==> config.mk <==
export PLATFORM = sky130hd
export DESIGN_NAME = serial_subtractor_flat
export DESIGN_NICKNAME = d
export VERILOG_FILES = /design/src/rtl/serial_subtractor_if.sv /design/src/rtl/serial_subtractor.sv /design/src/flat_wrapper.sv
export SDC_FILE = /design/constraint.sdc
export NUM_CORES = 1
export LEC_CHECK = 0
export ABC_AREA = 1
export ABC_CLOCK_PERIOD_IN_PS = 1600
export CAP_MARGIN = 20
export CORE_MARGIN = 2
export CORE_UTILIZATION = 50
export CTS_BUF_LIST = sky130_fd_sc_hd__clkbuf_8
export CTS_CLUSTER_DIAMETER = 120
export DETAILED_ROUTE_END_ITERATION = 16
export PLACE_DENSITY_LB_ADDON = 0.25
export SETUP_SLACK_MARGIN = 0.2
export SYNTH_ARGS = -nofsm -noshare
export SYNTH_HDL_FRONTEND = slang
export SYNTH_SLANG_ARGS = --single-unit
==> constraint.sdc <==
create_clock -name clk -period 1.6 [get_ports clk]
set_input_delay 0.4 -clock clk [delete_from_list [all_inputs] [get_ports clk]]
set_output_delay 0.4 -clock clk [all_outputs]
set_load 0.005 [all_outputs]
==> src/rtl/serial_subtractor_if.sv <==
// ---------------------------------------------------------------------------
// serial_subtractor_if
// Handshake and operand/result bundle for the bit-serial subtractor.
//   start      : request to begin an operation (master -> slave)
//   x, y       : minuend / subtrahend, [0:WIDTH-1], index 0 = MSB
//   borrow_in  : borrow into the LSB
//   busy       : operation in progress (slave -> master)
//   done       : one-cycle pulse, results valid
//   diff       : difference, [0:WIDTH-1], index 0 = MSB
//   borrow_out : borrow out of the MSB
//   overflow   : two's-complement overflow of the difference
// ---------------------------------------------------------------------------
interface serial_subtractor_if #(
    parameter int WIDTH = 4
);
    logic             start;
    logic [0:WIDTH-1] x;
    logic [0:WIDTH-1] y;
    logic             borrow_in;
    logic             busy;
    logic             done;
    logic [0:WIDTH-1] diff;
    logic             borrow_out;
    logic             overflow;

    modport master (
        output start, x, y, borrow_in,
        input  busy, done, diff, borrow_out, overflow
    );

    modport slave (
        input  start, x, y, borrow_in,
        output busy, done, diff, borrow_out, overflow
    );
endinterface

==> src/rtl/serial_subtractor.sv <==
// ---------------------------------------------------------------------------
// serial_subtractor
// Computes x - y - borrow_in one bit per clock (LSB first) with a single
// full-subtractor cell. Operands are captured on start in IDLE; results are
// published together on the MSB edge and held until the next accepted start.
//   clk   : rising-edge system clock
//   reset : asynchronous, active-high
//   bus   : serial_subtractor_if slave modport (start/x/y/borrow_in in,
//           busy/done/diff/borrow_out/overflow out)
// ---------------------------------------------------------------------------
module serial_subtractor #(
    parameter int WIDTH = 4
) (
    input logic                clk,
    input logic                reset,
    serial_subtractor_if.slave bus
);

    localparam int CNT_W = $clog2(WIDTH) + 1;

    typedef enum logic [1:0] {
        IDLE  = 2'd0,
        SHIFT = 2'd1,
        DONE  = 2'd2
    } state_t;

    state_t           state_q;
    logic [0:WIDTH-1] a_q;          // minuend, shifts toward index WIDTH-1
    logic [0:WIDTH-1] b_q;          // subtrahend, same
    logic [0:WIDTH-1] sreg_q;       // difference bits filled from the MSB side
    logic [0:WIDTH-1] diff_q;       // published difference
    logic [CNT_W-1:0] cnt_q;
    logic             br_q;
    logic             busy_q;
    logic             done_q;
    logic             borrow_out_q;
    logic             overflow_q;

    logic             d_bit_d;
    logic             br_d;
    logic             last_bit;

    // Full-subtractor cell on the current LSB-side bits.
    always_comb begin
        d_bit_d  = a_q[WIDTH-1] ^ b_q[WIDTH-1] ^ br_q;
        br_d     = (~a_q[WIDTH-1] & b_q[WIDTH-1]) |
                   (~(a_q[WIDTH-1] ^ b_q[WIDTH-1]) & br_q);
        last_bit = (cnt_q == CNT_W'(WIDTH - 1));
    end

    // NOTE: sequential state uses non-blocking assignments only, so every
    // register samples the pre-edge values regardless of statement order.
    always_ff @(posedge clk or posedge reset) begin
        if (reset) begin
            state_q      <= IDLE;
            a_q          <= '0;
            b_q          <= '0;
            sreg_q       <= '0;
            diff_q       <= '0;
            cnt_q        <= '0;
            br_q         <= 1'b0;
            busy_q       <= 1'b0;
            done_q       <= 1'b0;
            borrow_out_q <= 1'b0;
            overflow_q   <= 1'b0;
        end else begin
            case (state_q)
                IDLE: begin
                    if (bus.start) begin
                        a_q     <= bus.x;
                        b_q     <= bus.y;
                        br_q    <= bus.borrow_in;
                        cnt_q   <= '0;
                        sreg_q  <= '0;
                        busy_q  <= 1'b1;
                        state_q <= SHIFT;
                    end
                end

                SHIFT: begin
                    a_q    <= {1'b0, a_q[0:WIDTH-2]};
                    b_q    <= {1'b0, b_q[0:WIDTH-2]};
                    sreg_q <= {d_bit_d, sreg_q[0:WIDTH-2]};
                    br_q   <= br_d;
                    cnt_q  <= cnt_q + CNT_W'(1);
                    if (last_bit) begin
                        // Results become visible only here, all at once.
                        diff_q       <= {d_bit_d, sreg_q[0:WIDTH-2]};
                        borrow_out_q <= br_d;
                        // Borrow into the MSB cell XOR borrow out of it.
                        overflow_q   <= br_q ^ br_d;
                        busy_q       <= 1'b0;
                        done_q       <= 1'b1;
                        state_q      <= DONE;
                    end
                end

                DONE: begin
                    // start is deliberately ignored here.
                    done_q  <= 1'b0;
                    state_q <= IDLE;
                end

                default: begin
                    state_q <= IDLE;
                end
            endcase
        end
    end

    assign bus.busy       = busy_q;
    assign bus.done       = done_q;
    assign bus.diff       = diff_q;
    assign bus.borrow_out = borrow_out_q;
    assign bus.overflow   = overflow_q;

endmodule

==> src/flat_wrapper.sv <==
// flat-port wrapper written by rule: the top's interface ports become plain ports
module serial_subtractor_flat 
#(
    parameter int WIDTH = 4
)
  (clk, reset, bus_start, bus_x, bus_y, bus_borrow_in, bus_busy, bus_done, bus_diff, bus_borrow_out, bus_overflow);
  serial_subtractor_if #(.WIDTH(WIDTH)) bus_i ();
  input logic clk;
  input logic reset;
  input wire logic [$bits(bus_i.start)-1:0] bus_start;
  input wire logic [$bits(bus_i.x)-1:0] bus_x;
  input wire logic [$bits(bus_i.y)-1:0] bus_y;
  input wire logic [$bits(bus_i.borrow_in)-1:0] bus_borrow_in;
  output wire logic [$bits(bus_i.busy)-1:0] bus_busy;
  output wire logic [$bits(bus_i.done)-1:0] bus_done;
  output wire logic [$bits(bus_i.diff)-1:0] bus_diff;
  output wire logic [$bits(bus_i.borrow_out)-1:0] bus_borrow_out;
  output wire logic [$bits(bus_i.overflow)-1:0] bus_overflow;
  assign bus_i.start = bus_start;
  assign bus_i.x = bus_x;
  assign bus_i.y = bus_y;
  assign bus_i.borrow_in = bus_borrow_in;
  assign bus_busy = bus_i.busy;
  assign bus_done = bus_i.done;
  assign bus_diff = bus_i.diff;
  assign bus_borrow_out = bus_i.borrow_out;
  assign bus_overflow = bus_i.overflow;
  serial_subtractor #(.WIDTH(WIDTH)) u_core (.clk(clk), .reset(reset), .bus(bus_i));
endmodule
* Yosys cells after proc, flatten, opt, wreduce, memory -nomap -nowiden *
Index checks and enable logic that the tools add are counted.

word-level totals
  flip-flop bits (word level) = 26
  input bits = 12
  output and inout bits = 8
  logic and storage cells = 51

cells by class
  add/subtract/negate cells = 1
  equal/unequal tests = 5
  muxes and demuxes = 18
  bitwise logic cells = 8
  reduce and logical (&&, ||, !) cells = 8

operators with widths
  kind                                                                      count
  4-bit case mux with 2 select lines                                        3
  4-bit 2-to-1 mux                                                          3
  2-bit AND reduction                                                       4
  1-bit case mux with 2 select lines                                        3
  3-bit case mux with 2 select lines                                        1
  1-bit 2-to-1 mux                                                          4
  2-bit 2-to-1 mux                                                          2
  2-bit case mux with 2 select lines                                        1
  2-bit nonzero test                                                        2
  3-bit by 1-bit adder with 3-bit output (second input constant)            1
  3-bit by 2-bit equality test with 1-bit output (second input constant)    1
  3-bit 2-to-1 mux                                                          1
  3-bit AND reduction                                                       1
  1-bit bitwise XOR                                                         3
  1-bit AND                                                                 2
  2-bit by 1-bit equality test with 1-bit output (second input constant)    1
  2-bit equality test (second input constant)                               1
  2-bit zero test                                                           1
  2-bit by 1-bit inequality test with 1-bit output (second input constant)  1
  2-bit inequality test (second input constant)                             1
  1-bit inverter                                                            2
  1-bit bitwise OR                                                          1

* Depth between registers and ports, before layout *
  word-level depth = 5
  depth in mapped cells = 7
  mapped depth without buffers = 7

* Least setup slack after synthesis *
No wires, ideal clock.

  path kind = flip-flop to flip-flop
  start = register u_core.b_q[3] (netlist name)
  end = register u_core.overflow_q, in the netlist u_core.bus.overflow
  library setup time = 117 ps
  data arrival time = 1,057 ps
  data required time = 1,483 ps
  slack = 426 ps
  cell stages (with the launch flop) = 7
  buffers on the path = 0
  clock period less this slack = 1,174 ps
  path through = dfrtp_1 -> inv_1 -> fa_1 -> inv_1 -> nand2_1 -> nand3_1 -> nand2_1

on the way
  longest elaborated chain between the ends = 5
  elaborated cells on any way between the ends = 6
  classes of those cells = bitwise: 6

RTL lines
  element                 RTL line                 RTL
  start, declared         serial_subtractor.sv:29  logic [0:WIDTH-1] b_q;
  start signal, assigned  serial_subtractor.sv:71  b_q <= bus.y;
  start signal, assigned  serial_subtractor.sv:82  b_q <= {1'b0, b_q[0:WIDTH-2]};
  1-bit bitwise XOR       serial_subtractor.sv:47  (~(a_q[WIDTH-1] ^ b_q[WIDTH-1]) & br_q);
  1-bit inverter          serial_subtractor.sv:47
  1-bit AND               serial_subtractor.sv:47
  1-bit bitwise OR *      serial_subtractor.sv:46  br_d = (~a_q[WIDTH-1] & b_q[WIDTH-1]) |
  1-bit bitwise XOR *     serial_subtractor.sv:91  overflow_q <= br_q ^ br_d;
  end signal, assigned    serial_subtractor.sv:91
  end, declared           serial_subtractor.sv:37  logic overflow_q;

Every way passes the cells marked *; elsewhere a longest branch is shown, timed or not.
A chain may end at the register's enable or synchronous reset.

* Worst setup path in the final report *
  start = register u_core.cnt_q[0]
  end = register u_core.diff_q, in the netlist u_core.bus.diff[0]

on the way
  longest elaborated chain between the ends = 2

RTL lines
  element                                         RTL line                 RTL
  start, declared                                 serial_subtractor.sv:32  logic [CNT_W-1:0] cnt_q;
  start signal, assigned                          serial_subtractor.sv:85  cnt_q <= cnt_q + CNT_W'(1);
  3-bit by 2-bit equality test with 1-bit output  serial_subtractor.sv:48  last_bit = (cnt_q == CNT_W'(WIDTH - 1));
  2-bit AND reduction (no source line)            -
  end signal, assigned                            serial_subtractor.sv:88  diff_q <= {d_bit_d, sreg_q[0:WIDTH-2]};
  end, declared                                   serial_subtractor.sv:31  logic [0:WIDTH-1] diff_q;

Every way passes these cells.

==> impl.org <==
** Timing
- For the finished layout, the period the worst path requires is around 1300 ps.
- Transition time at the pin with the least slew margin :: 531 ps
- Worst hold margin :: 470 ps
- The worst path uses ~84% of the clock period.
- The worst path meets setup with 261 ps of slack.
- Number of endpoints failing setup at the final stage :: 0
- Unrepaired setup endpoints after global routing :: yes
- Setup total negative slack on the finished layout was measured at 0 ps.
- The count of final max-slew check failures is 0.
- Measured against its own limit, the worst slew margin works out to 64.4%.
- Derived from the worst setup path, the maximum achievable clock frequency is between 0.7 and 0.8 GHz.
- Count of final hold-check violations :: 0
- Across the routed clock network, the largest skew measured is approximately 1.8 ps.

** Min path
- Min-Delay Path Class :: reg -> reg

** Final layout
- NumNets Final :: 170
- With fillers left out, the area of the finished cells amounts to 1540 µm².
- Fraction of layout instances using a drive strength above 1 :: 26.6%
- Counting the fill cells in the layout gives roughly 200.
- Leaving out fill and tap cells, the most frequent cell in the layout is sky130_fd_sc_hd__nand2_1.
- In the layout the commonest cells are sky130_fd_sc_hd__nand2_1 (38), sky130_fd_sc_hd__dfrtp_1 (25), sky130_fd_sc_hd__nand3_1 (16), sky130_fd_sc_hd__nand3_2 (14), sky130_fd_sc_hd__buf_4 (12).
- Antenna Diode Count :: 0
- Layout overhead on the synthesized area :: 27.0%

** Die
- The initial utilization of the core area, before any placement, comes to a little over half.
- Ports placed on the boundary :: 20
- Cell Rows :: 17
- Core region area :: 2250 µm²
- X dimension of the die :: 53.3 µm
- Vertical die dimension :: approximately 53 µm
- The die covers about 2800 µm².

** Worst setup path
- The signal on the critical path passes through ha_4 > ha_4 > nand2_2 > nor2_4 > inv_4 > nand2_1 > nand2_1.
- For this design, the slowest cell found on the critical path is sky130_fd_sc_hd__dfrtp_1.
- For this run, the slowest stage of the critical path takes 420 ps.
- The critical path is of the reg -> reg type.
- Largest fanout on the critical path :: 8
- For the worst setup path, the data arrival time is ~1500 ps.
- Critical path capture point type :: flip-flop
- Critical path launch point type :: flip-flop
- The cell family contributing the most delay on the critical path is flip-flops.
- WP data required :: 1760 ps
- Counting both buffers and inverters, the worst setup path holds a total of 1.

** Synthesis
- After Yosys synthesis, full adders, half adders and majority gates account for under 10% of the synthesized area.
- Fraction of synthesized area in multiplexers :: 0%
- Number of distinct library cell variants in the gate-level netlist after synthesis :: 19
- The mapped netlist covers roughly 1200 µm².
- After Yosys synthesis, XOR and XNOR cells account for 0% of the synthesized area.
- Average footprint of a synthesized cell :: 9.87 µm²
- The Yosys step of the flow raised 0 warnings.
- After synthesis, the largest family of logic cells by area is simple AND/OR/NAND/NOR gates.
- Simple-gate share of the synthesized area :: about 35%
- Synthesized netlist cell count :: approximately 120
- Number of flip-flops and latches in the synthesized netlist :: 25
- The synthesized netlist devotes under 10% of its cell area to compound gates.
- Share of synthesized area occupied by flip-flops and latches :: roughly half
- Syn nets :: 138

** Run
- Number of maximum-capacitance violations :: 0

** Route
- After detailed routing, the number of remaining DRC violations is 0.
- First-pass detailed-route iteration total :: 4
- For this block, the via count after detailed routing is 923.
- Post-route antenna net violation count :: 0
- In the final routed layout, each cell accounts on average for about 12 µm.
- Routed wire length :: roughly 2.3 mm
- Iteration-0 DRC Markers :: 9
- Using the TritonRoute via totals, the vias-per-cell ratio works out to approximately 5.

** Power
- Combinational logic is responsible for between 40 and 50% of the overall power.
- The completed layout was analyzed and its total power is between 2 and 3 mW.
- For this design the ratio of total power to cell area is about 1700 nW/µm².
- Leakage dissipation :: just under 0.8 nW
- Registers are responsible for around 42% of the overall power.
- Internal Power :: approximately 1.6 mW
- Clock network fraction of design power :: 13.5%
- Worst vdd rail ir drop :: ~0.95 mV
- Sw frac :: 38.9%
- Summed over all nets, the switching power comes to about 1.0 mW.

** Global route
- Entering global routing, the biggest net connects 26 pins.
- The total overflow left after global routing is 0.
- Via count of the first global-routing pass :: around 900
- The first global-routing pass estimated roughly 3.7 mm of wire.
- Global routing used 21.3% of the available met1 tracks.
- Total routing usage reported by global routing :: 18.4%
- For this run, global-route usage on met3 was measured as about 2.5%.
- The number of antenna violations at the first check in global routing came to 0.
- Global-route met2 utilization :: 34.2%
- Routing layer with the top usage in global route :: met2

** Clock tree
- CTS placed an instance of sky130_fd_sc_hd__clkbuf_8 at the clock tree root.
- Total number of H-tree levels :: 1
- At the later pin of the worst-skew pair, clock insertion delay measures around 260 ps.
- Number of buffers added by the clock tree synthesis step :: 3
- Clock slew at the register clock pins of the worst setup and hold paths :: ~80 ps
- Clock tree from TritonCTS :: done
- Counting every sink on the clock net gives 25.
- Max clock buf depth :: 2

** Status
- Outcome :: finished clean

** Place
- Total placed instance area :: 1410 µm²
- Routability congestion estimate from global placement :: ~0.73
- Input and output buffers added on the ports amount to 19.
- Setup Slack @ Placement :: 116 ps
- The HPWL after detailed placement is approximately 1.6 mm.
## metal layers
metal  vias up  part of all wire (%)  routed length [µm]
met4         0                   1.4                  31
met3         5                   4.4                  99
met1       438                    41                 931
met5         -                     0                   0
met2        24                    53                1210
li1        456                     -                   -
## worst reg2reg max path: stages, from the launching register on
cell and delay [ps]:
sky130_fd_sc_hd__dfrtp_1 420, sky130_fd_sc_hd__ha_4 170, sky130_fd_sc_hd__ha_4 130, sky130_fd_sc_hd__nand2_2 60, sky130_fd_sc_hd__nor2_4 240, sky130_fd_sc_hd__inv_4 100, sky130_fd_sc_hd__nand2_1 70, sky130_fd_sc_hd__nand2_1 50
## stage by stage
stage / utilization [%] / std cells
after floorplan: - / 123
after global placement: 62.7 / 170
after detailed placement: 62.7 / 170
after CTS: 65.9 / 179
after global routing: 68.4 / 182
final: 68.4 / 182
## timing repair
item                       4_1_cts  5_1_grt
buffers inserted                 5        3
setup endpoints to repair        8        8
resized for setup                7        7
pin swaps                        0        3
hold buffers                     0        0
## cells by family (layout without fill, tap and decap cells)
| family | after synthesis | in the layout |
|---|---|---|
| compound gates | 4 | 4 |
| simple gates | 78 | 78 |
| buf+inv | 13 | 44 |
| fa+ha+maj | 3 | 3 |
| flops | 25 | 25 |
## final cells by class
class	count	area, µm²	area share [%]
multi-input combinational	85	526	34.1
clock buffer	3	41.3	2.68
timing repair buffer	31	274	17.8
sequential	25	626	40.6
tap	28	35.0	2.27
clock inverter	1	3.75	0.244
inverter	9	36.3	2.35
## synthesized netlist by cell type
cell                       n  area (µm²)
sky130_fd_sc_hd__o21ai_1   3        15.0
sky130_fd_sc_hd__ha_1      2        25.0
sky130_fd_sc_hd__buf_6     1        11.3
sky130_fd_sc_hd__nand3_2  14         140
sky130_fd_sc_hd__nor2_2    1        6.26
sky130_fd_sc_hd__fa_1      1        20.0
sky130_fd_sc_hd__nand3_1  16        80.1
sky130_fd_sc_hd__inv_1     7        26.3
sky130_fd_sc_hd__nand2_4   2        22.5
sky130_fd_sc_hd__inv_2     1        3.75
sky130_fd_sc_hd__dfrtp_1  25         626
sky130_fd_sc_hd__nand2_1  40         150
sky130_fd_sc_hd__nor2_1    2        7.51
sky130_fd_sc_hd__o21ai_0   1        5.00
sky130_fd_sc_hd__inv_4     1        6.26
sky130_fd_sc_hd__nor2_4    1        11.3
sky130_fd_sc_hd__buf_12    2        40.0
sky130_fd_sc_hd__buf_2     1        5.00
sky130_fd_sc_hd__nand2_2   2        12.5
## path summary, 6_finish.rpt
check,start,slack [ps],cells past startpoint,end
worst max-delay path,u_core.cnt_q[0]$_DFFE_PP0P_,260,7,u_core.bus.diff[0]$_DFFE_PP0P_
worst min-delay path,u_core.bus.diff[1]$_DFFE_PP0P_,470,2,u_core.bus.diff[1]$_DFFE_PP0P_
worst max register to register,u_core.cnt_q[0]$_DFFE_PP0P_,260,7,u_core.bus.diff[0]$_DFFE_PP0P_
worst min register to register,u_core.bus.diff[1]$_DFFE_PP0P_,470,2,u_core.bus.diff[1]$_DFFE_PP0P_
max in group asynchronous,reset,880,3,u_core.bus.diff[0]$_DFFE_PP0P_
min in group asynchronous,reset,480,3,u_core.sreg_q[2]$_DFFE_PP0P_
## power groups by stage
stage	combinational [mW]	clock, mW	sequential, mW
after global placement	1.04	0	1.11
after detailed placement	1.07	0	1.11
after global routing	1.35	0.394	1.14
final	1.20	0.361	1.11
after CTS	1.11	0.371	1.09
after floorplan	0.810	0	1.09
## registers in the layout (all words and copies together) (netlist names)
register / cells
u_core.a_q: 4
u_core.b_q: 4
u_core.bus.diff: 4
u_core.cnt_q: 3
u_core.sreg_q: 3
u_core.state_q: 2
u_core.br_q: 1
u_core.bus.borrow_out: 1
u_core.bus.busy: 1
u_core.bus.done: 1
u_core.bus.overflow: 1
Note: power is estimated with default switching activity, not from simulation.
==> RTL change, RTL diff (same flow settings) <==
The 3 states of `state_t` get a one-hot encoding in 3 bits.
--- a/src/rtl/serial_subtractor.sv
+++ b/src/rtl/serial_subtractor.sv
@@ -18,10 +18,10 @@
 
     localparam int CNT_W = $clog2(WIDTH) + 1;
 
-    typedef enum logic [1:0] {
-        IDLE  = 2'd0,
-        SHIFT = 2'd1,
-        DONE  = 2'd2
+    typedef enum logic [2:0] {
+        IDLE  = 3'b001,
+        SHIFT = 3'b010,
+        DONE  = 3'b100
     } state_t;
 
     state_t           state_q;
Check against the original RTL: no difference found for any inputs over 10 cycles, from zero or initial values and one cycle with reset high; not proved beyond that.
==> RTL change against the unedited design <==
  * Sequential cell count rose by 1
  * Wire length shrank 10%
  * First-iteration DRC count is 22% lower
  * Cell area down 2.2%
  * Synthesized area up 0.93%
  * Hold slack worse by 13 ps
  * Total power fell by 13%
  * Non-clock buffer count shrank 5
  * Maximum frequency grew 2.5%
  * Count of clock-buffer cells in the layout grew 1
  * Setup slack improved by 32 ps
  * Critical endpoint is now bus_borrow_out
  * Largest cell class unchanged
==> RTL change: results (changes against the unedited design) <==
outcome=complete, no violations (unchanged); Worst-Skew Late Latency=260 ps (about the same); final hold vios=0 (unchanged); WL per Instance=11.6 µm (was 12.5 µm); starting DRC count in detailed routing=7 (was 9); number of global-route vias before repair=838 (was 907); post-synthesis xor/xnor area fraction=0.715% (was 0%); Net Count, Synth=139 (was 138); diode count=0 (unchanged); CTS Buffer Depth=2 (unchanged); gpl congestion=0.766 (was 0.728); Worst Tran Pin Value=267 ps (was 531 ps); hpwl dp=1470 µm (was 1550 µm); # nets final=164 (was 170); adder-cell area share of the yosys netlist=3.68% (was 3.71%); layout cells sized above 1=16.9% (was 26.6%); CP max FO=2 (was 8); FILL cells=192 (was 202); mux share of post-synthesis cell area=0% (unchanged); Peak VDD IR=834 µV (was 951 µV); clock root cell=clkbuf_8 (unchanged); Lkg Pwr=0.790 nW (was 0.780 nW); commonest non-fill, non-tap cell in the layout=nand2_1 (unchanged); Buffers on Ports=19 (unchanged); CP max stage cell=dfrtp_1 (unchanged); max incr delay on CP=380 ps (was 420 ps); first-pass GRT wire length=3590 µm (was 3730 µm); Synth top area share=51.1% (was 51.5%); pin count of the biggest net entering global routing=27 (was 26); Synth Area in Compound Gates=3.58% (was 1.65%); Synth warnings=0 (unchanged); Initial DRT Pass Iterations=4 (unchanged); Worst EP arrival=910 ps (was 1500 ps); prevailing post-synth register cell=dfrtp_1 (unchanged); Switching Share=35.6% (was 38.9%); initial antenna violation count=0 (unchanged); GRT Overall Usage=17.2% (was 18.4%); Met1 Wirelength=954 µm (was 931 µm); WL met3=74 µm (was 99 µm); Worst Skew=4.25 ps (was 1.81 ps); clock slew at reported path FFs=90 ps; Distinct cells, synth=23 (was 19); post-place setup slack=82.9 ps (was 116 ps); Area contributors post-synth=dfrtp_1 51%, nand2_1 11%, nand3_1 6.9%, nand3_2 4.1%, nand4_1 3.6% (was dfrtp_1 52%, nand2_1 12%, nand3_2 12%, nand3_1 6.6%, buf_12 3.3%); Post-synth top cells=36 x nand2_1, 25 x dfrtp_1, 17 x nand3_1, 11 x inv_1, 7 x nand4_1 (was 40 x nand2_1, 25 x dfrtp_1, 16 x nand3_1, 14 x nand3_2, 7 x inv_1); sequential fraction of the synthesis area=53.2% (was 51.5%); cts bufs inserted=3 (unchanged); routed via count=899 (was 923); Crit path max-delay family=flip-flops (unchanged); H-tree Lvls=1 (unchanged); DR WL met2=1000 µm (was 1210 µm); type of the worst min-delay path=input pin to async pin (was register to register)
RTL change: cell count changes in the layout (fill, tap and decap cells not counted), sizes merged, moves of 2 or more:
cell / delta
nand3: -7
nor2: -2
nand2: -8
buf: -5
o21ai: +2
nand4: +7
RTL change: kinds of logic (layout without fill, tap and decap cells):
group,count (synthesis),in the layout
AND/OR/NAND/NOR,70,70
flip-flops,26,26
buffers and inverters,17,41
AO/OA/AOI/OAI,7,7
XOR/XNOR,1,1
adder cells (fa/ha/maj),3,3
RTL change: area by class of cell:
| class | instances | area (µm²) | area share, % |
|---|---|---|---|
| inverters | 11 | 41.3 | 2.74 |
| flip-flops and latches | 26 | 652 | 43.2 |
| multi-input cells | 81 | 479 | 31.8 |
| clock buffers | 4 | 55.1 | 3.65 |
| well taps | 28 | 35.0 | 2.32 |
| repair buffers | 26 | 245 | 16.3 |
RTL change: what timing repair did:
action                     in CTS  in global routing
gates resized for setup         8                  2
setup buffers                   2                  0
setup endpoints to repair       8                 16
RTL change: final timing paths:
check | from | endpoint | slack [ps] | depth (start not counted)
min | reset | u_core.sreg_q[2] | 460 | 3
max in group asynchronous | reset | u_core.state_q[0] | 920 | 3
max reg2reg | u_core.cnt_q[0] | u_core.bus.diff[0] | 310 | 6
max | u_core.bus.borrow_out | bus_borrow_out | 290 | 1
min reg2reg | u_core.bus.diff[0] | u_core.bus.diff[0] | 470 | 2
min in group clk | u_core.bus.diff[0] | u_core.bus.diff[0] | 470 | 2
RTL change: power by group through the flow:
stage,sequential (mW),combinational (mW),clock [mW]
after floorplan,1.03,0.686,0
after global placement,1.05,0.862,0
after detailed placement,1.05,0.895,0
after CTS,1.03,0.877,0.428
after global routing,1.06,0.988,0.452
final,1.03,0.866,0.416
RTL change: per-layer routing:
layer,up-vias,GRT usage (%)
met4,0,5.13
met5,-,0
met2,14,28.8
li1,458,-
met3,2,2.54
met1,425,22.7
RTL change: through the flow:
| stage | utilization (%) | instance area (µm²) | std cells | hold WS (ps) |
|---|---|---|---|---|
| detailed placement | 64.1 | 1450 | 170 | 457 |
| global placement | 64.1 | 1450 | 170 | 453 |
| CTS | 66.8 | 1510 | 176 | 464 |
| finish | 66.9 | 1510 | 176 | 458 |
| global route | 66.9 | 1510 | 176 | 465 |
| floorplan | - | 1220 | 124 | 439 |
